File: src/rtl/toggle_ramp_pkg.sv
// toggle_ramp_pkg: shared state encoding and default widths for the toggle-rate ramp controller
package toggle_ramp_pkg;
  localparam int RATE_W_DEF   = 7;
  localparam int MAX_RATE_DEF = 99;
  localparam int STEP_W_DEF   = 4;
  localparam int DWELL_W_DEF  = 16;
  typedef enum logic [1:0] {IDLE, UP, DOWN} state_e;
endpackage

File: src/rtl/ramp_dwell_timer.sv
// ramp_dwell_timer: loadable down-counter that flags when the dwell between ramp steps has elapsed
module ramp_dwell_timer #(
  parameter int W = 16
) (
  input  logic         clk,
  input  logic         rst,
  input  logic         clr,
  input  logic         load,
  input  logic [W-1:0] load_val,
  output logic         zero
);
  logic [W-1:0] cnt_q;
  always_ff @(posedge clk)
    if (rst || clr) cnt_q <= '0;
    else if (load) cnt_q <= load_val;
    else if (cnt_q != '0) cnt_q <= cnt_q - 1'b1;
  assign zero = cnt_q == '0;
endmodule

File: src/rtl/toggle_rate_ramp.sv
// toggle_rate_ramp: ramps the DSP toggle rate toward a requested target in bounded, dwell-spaced steps
module toggle_rate_ramp
  import toggle_ramp_pkg::*;
#(
  parameter int RATE_W   = RATE_W_DEF,
  parameter int MAX_RATE = MAX_RATE_DEF,
  parameter int STEP_W   = STEP_W_DEF,
  parameter int DWELL_W  = DWELL_W_DEF
) (
  input  logic               clk,
  input  logic               rst,
  input  logic               tgt_valid,
  output logic               tgt_ready,
  input  logic [RATE_W-1:0]  tgt_rate,
  input  logic [STEP_W-1:0]  step,
  input  logic [DWELL_W-1:0] dwell,
  input  logic               abort,
  output logic [RATE_W-1:0]  toggle_rate,
  output logic               busy,
  output logic               at_target,
  output logic               clamped
);
  localparam logic [RATE_W-1:0] MAXR = RATE_W'(MAX_RATE);
  state_e               state_q, state_d;
  logic [RATE_W-1:0]    cur_q, cur_d, tgt_q, tgt_d, tin, cur_n, delta_n;
  logic [STEP_W-1:0]    step_q, step_d;
  logic [DWELL_W-1:0]   dwell_q, dwell_d;
  logic                 clamped_q, clamped_d, busy_q, busy_d, at_q, at_d;
  logic                 accept, load, zero;
  logic [RATE_W:0]      diff, stp, delta;
  assign tgt_ready = (state_q == IDLE) && !abort;
  assign accept    = tgt_valid && tgt_ready;
  assign tin       = tgt_rate > MAXR ? MAXR : tgt_rate;
  // one extra bit keeps the distance and step comparison free of wraparound
  assign diff    = state_q == UP ? {1'b0, tgt_q} - {1'b0, cur_q} : {1'b0, cur_q} - {1'b0, tgt_q};
  assign stp     = (RATE_W+1)'(step_q);
  assign delta   = stp < diff ? stp : diff;
  assign delta_n = RATE_W'(delta);
  assign cur_n   = state_q == UP ? cur_q + delta_n : cur_q - delta_n;
  ramp_dwell_timer #(.W(DWELL_W)) u_timer (
    .clk      (clk),
    .rst      (rst),
    .clr      (abort),
    .load     (load),
    .load_val (accept ? dwell : dwell_q),
    .zero     (zero)
  );
  always_comb begin
    state_d   = state_q;
    cur_d     = cur_q;
    tgt_d     = tgt_q;
    step_d    = step_q;
    dwell_d   = dwell_q;
    clamped_d = clamped_q;
    busy_d    = busy_q;
    at_d      = at_q;
    load      = 1'b0;
    if (abort) begin
      state_d = IDLE;
      cur_d   = '0;
      tgt_d   = '0;
      busy_d  = 1'b0;
      at_d    = 1'b1;
    end else if (accept) begin
      tgt_d     = tin;
      step_d    = step == '0 ? STEP_W'(1) : step;
      dwell_d   = dwell;
      clamped_d = tgt_rate > MAXR;
      state_d   = tin > cur_q ? UP : tin < cur_q ? DOWN : IDLE;
      busy_d    = tin != cur_q;
      at_d      = tin == cur_q;
      load      = 1'b1;
    end else if (state_q != IDLE && zero) begin
      cur_d   = cur_n;
      load    = 1'b1;
      state_d = cur_n == tgt_q ? IDLE : state_q;
      busy_d  = cur_n != tgt_q;
      at_d    = cur_n == tgt_q;
    end
  end
  always_ff @(posedge clk)
    if (rst) begin
      state_q   <= IDLE;
      cur_q     <= '0;
      tgt_q     <= '0;
      step_q    <= STEP_W'(1);
      dwell_q   <= '0;
      clamped_q <= 1'b0;
      busy_q    <= 1'b0;
      at_q      <= 1'b1;
    end else begin
      state_q   <= state_d;
      cur_q     <= cur_d;
      tgt_q     <= tgt_d;
      step_q    <= step_d;
      dwell_q   <= dwell_d;
      clamped_q <= clamped_d;
      busy_q    <= busy_d;
      at_q      <= at_d;
    end
  assign toggle_rate = cur_q;
  assign busy        = busy_q;
  assign at_target   = at_q;
  assign clamped     = clamped_q;
endmodule

File: config.mk
export PLATFORM = sky130hd
export DESIGN_NAME = toggle_rate_ramp
export DESIGN_NICKNAME = d
export VERILOG_FILES = /design/src/rtl/toggle_ramp_pkg.sv /design/src/rtl/ramp_dwell_timer.sv /design/src/rtl/toggle_rate_ramp.sv
export SDC_FILE = /design/constraint.sdc
export NUM_CORES = 1
export LEC_CHECK = 0
export ABC_AREA = 1
export BUFFER_PORTS_ARGS = -buffer_cell sky130_fd_sc_hd__buf_2
export CAP_MARGIN = 20
export CELL_PAD_IN_SITES_DETAIL_PLACEMENT = 1
export CELL_PAD_IN_SITES_GLOBAL_PLACEMENT = 1
export CORE_MARGIN = 3
export CORE_UTILIZATION = 38
export CTS_CLUSTER_SIZE = 10
export DETAILED_ROUTE_END_ITERATION = 10
export MAX_ROUTING_LAYER = met4
export PLACE_DENSITY_LB_ADDON = 0.3
export SLEW_MARGIN = 20
export SYNTH_ARGS = -nofsm -noshare
export SYNTH_HDL_FRONTEND = slang
export SYNTH_SLANG_ARGS = --single-unit
File: constraint.sdc
create_clock -name clk -period 6.1 [get_ports clk]
set_clock_uncertainty 0.15 [all_clocks]
set_input_delay 0.61 -clock clk [delete_from_list [all_inputs] [get_ports clk]]
set_output_delay 0.61 -clock clk [all_outputs]
set_load 0.01 [all_outputs]
==> metrics.md <==
| Metric | Value |
|---|---|
| Status | `complete, no violations` |
| Core Rows | `35` |
| Power Density | `just over 300 nW/µm²` |
| Top FF cell, synth | `dfxtp_1` |
| Post-CTS Setup Repair Bufs | `0` |
| GRT Resource Usage Total | `19.4%` |
| Initial Util | `between 40% and 50%` |
| Largest net degree at the start of global routing | `38` |
| Tmin final | `between 5 and 6 ns` |
| RSZ-0062 raised after global routing | `no` |
| Worst hold slack | `0.337 ns` |
| DR DRC count | `0` |
| Setup_tns | `0 ns` |
| Area grow syn2layout | `10.4%` |
| CTS tree | `yes` |
| DR vias | `about 3,400` |
| Count leader, synth | `nand2_1` |
| Clk sink count | `55` |
| N_diodes | `0` |
| Post-CTS Resized | `0` |
| Max Root-Sink Buffers | `2` |
| Share of the synthesized area in the top cell type | `~29%` |
| IO buf count | `41` |
| Max cap viols | `0` |
| Antenna violations before repair | `0` |
| Final Wtd Congestion | `0.846` |
| Routed Antenna Nets | `0` |
| CP Capture Type | `register` |
| CP delay by family, top | `simple AND/OR/NAND/NOR gates` |
| Cts hold-fix bufs | `0` |
| Core Area | `roughly 9500 µm²` |
| Critical Path Source Type | `register` |
| Worst path required time | `between 6 and 7 ns` |
| CP Class | `register to register` |
| Max rail drop VDD | `0.000169 V` |
| Gr ovfl total | `0` |
| Arr. time, crit path | `5.58 ns` |
| Die Y | `106 µm` |
| Vias in the first global route | `3,782` |
| Top cells by area, synth | `dfxtp_1 29%, ha_1 11%, nand2_1 9.4%` |
| Worst-path fanout max | `8` |
| Clk_lat worst skew | `between 0.3 and 0.4 ns` |
| Total Power | `0.00128 W` |
| Yosys warnings | `0` |
| Initial detailed-routing violation count | `116` |
| CTS clk-pin slew, worst paths | `roughly 0.11 ns` |
| Fraction of layout cells with a size suffix above 1 | `15.9%` |
| # IOs | `42` |
| Slowest CP cell | `fa_1` |
| Via/cell ratio | `5.00` |
| Leak pwr | `2.09 nW` |
| Detailed Place HPWL | `8140 µm` |
| Area leader, netlist | `dfxtp_1` |
| Cells after Synth | `523` |
| Worst-Margin Slew | `0.576 ns` |
| Num CTS Buffers | `5` |
| Root buf cell | `clkbuf_8` |
| Final setup vio count | `0` |
| Drt wl/cell | `14.7 µm` |
| Critical path buffers and inverters | `4` |
| Yosys reg bits | `55` |
| Post-synth ARST share | `0%` |
| CP most frequent cell | `nand2_1` |
| H-tree depth | `2` |
| Synth Net Count | `591` |
| Die footprint | `11,200 µm²` |
| 1st-pass router iterations | `4` |
| CP max stage delay | `0.47 ns` |
| Number of synthesized flops with an enable pin | `0` |
| Nets | `627` |
| Drt total wl | `10,100 µm` |
| Synth cell count leaders | `95 x nand2_1, 70 x inv_1, 58 x nor2_1` |
| Hold WC Path Type | `register to register` |
| Seq/Total Area, Yosys | `between 20% and 30%` |
| First-pass GRT wire length | `17,300 µm` |
| Cell variety after synth | `40` |
| Fin util | `44.3%` |
| Die Width | `106 µm` |
| Mapped cell area | `between 3000 and 4000 µm²` |
| Final hold violation count | `0` |
| Slew Limit Headroom | `61.4%` |
| Mean Syn Cell Area | `7.26 µm²` |
| Post-route clock period utilization | `approximately nine tenths` |
| Slew Viols, Final | `0` |
| Fmax | `0.182 GHz` |
stage by stage:
stage               setup WS [ns]  instances  cell area (µm²)
finish                      0.602        689             4190
global route              0.00444        689             4190
CTS                         0.557        689             4190
detailed placement          0.594        681             4100
global placement            0.821        681             4100
floorplan                    1.21        523             3800
cell usage in the layout (no fill, tap or decap), drive strengths merged, types with 5 or more instances in the layout:
cell type / instances
nor2: 62
o21ai: 25
nand3: 30
xnor2: 10
ha: 34
buf: 43
or2: 6
mux2i: 16
a21oi: 42
nor3: 9
inv: 72
a211oi: 5
o22ai: 7
clkbuf: 5
nand2: 105
dfxtp: 55
xor2: 14
area by class of cell:
cell class | instances | area, µm²
timing repair buffer | 43 | 220
multi-input combinational | 381 | 2350
tap | 129 | 161
inverter | 73 | 274
clock buffer | 5 | 68.8
sequential | 55 | 1100
clock inverter | 3 | 15.0
fill | 1274 | 5270
routing by layer:
| metal | global-route usage [%] | wire length (µm) | vias up |
|---|---|---|---|
| li1 | - | - | 1763 |
| met1 | 22.0 | 4370 | 1631 |
| met2 | 35.6 | 5370 | 41 |
| met3 | 2.06 | 186 | 13 |
| met4 | 6.29 | 200 | 0 |
| met5 | - | 0 | - |
tightest hold or removal path, delay by kind of cell (launching register included):
kind / cells / cell delay [ns]
buffers and inverters: 1 / 0.07
flip-flops: 1 / 0.33
AO/OA/AOI/OAI: 1 / 0.05
path summary, 6_finish.rpt:
| kind | depth (start not counted) | slack, ns | from | endpoint |
|---|---|---|---|---|
| hold reg to reg | 2 | 0.34 | step_q[3] | step_q[3] |
| hold / removal | 2 | 0.34 | step_q[3] | step_q[3] |
| setup / recovery | 35 | 0.60 | toggle_rate[2] | busy |
| setup reg to reg | 35 | 0.60 | toggle_rate[2] | busy |
power breakdown:
| group | leakage, nW | total (W) | switching, W | internal [W] |
|---|---|---|---|---|
| sequential | 0.449 | 0.000428 | 0.0000322 | 0.000396 |
| combinational | 1.60 | 0.000644 | 0.000398 | 0.000247 |
| clock | 0.0477 | 0.000204 | 0.000125 | 0.0000792 |
cells by family after synthesis:
group | count (synthesis) | share of synthesized area (%)
buffers and inverters | 87 | 9.16
DFF | 55 | 29.0
and+or+nand+nor | 221 | 27.1
xor gates and xnor gates | 24 | 5.74
muxes | 16 | 4.22
adders and majority gates | 37 | 12.8
AOI/OAI and AO/OA | 83 | 12.0
state kept, by name, summed over array words and instances, names as in the netlist:
name and cells:
dwell_q 16, u_timer.cnt_q 16, tgt_q 7, toggle_rate 7, step_q 4, state_q 2
at_target 1, busy 1, clamped 1
No activity file was read; power rests on OpenSTA's default activity.
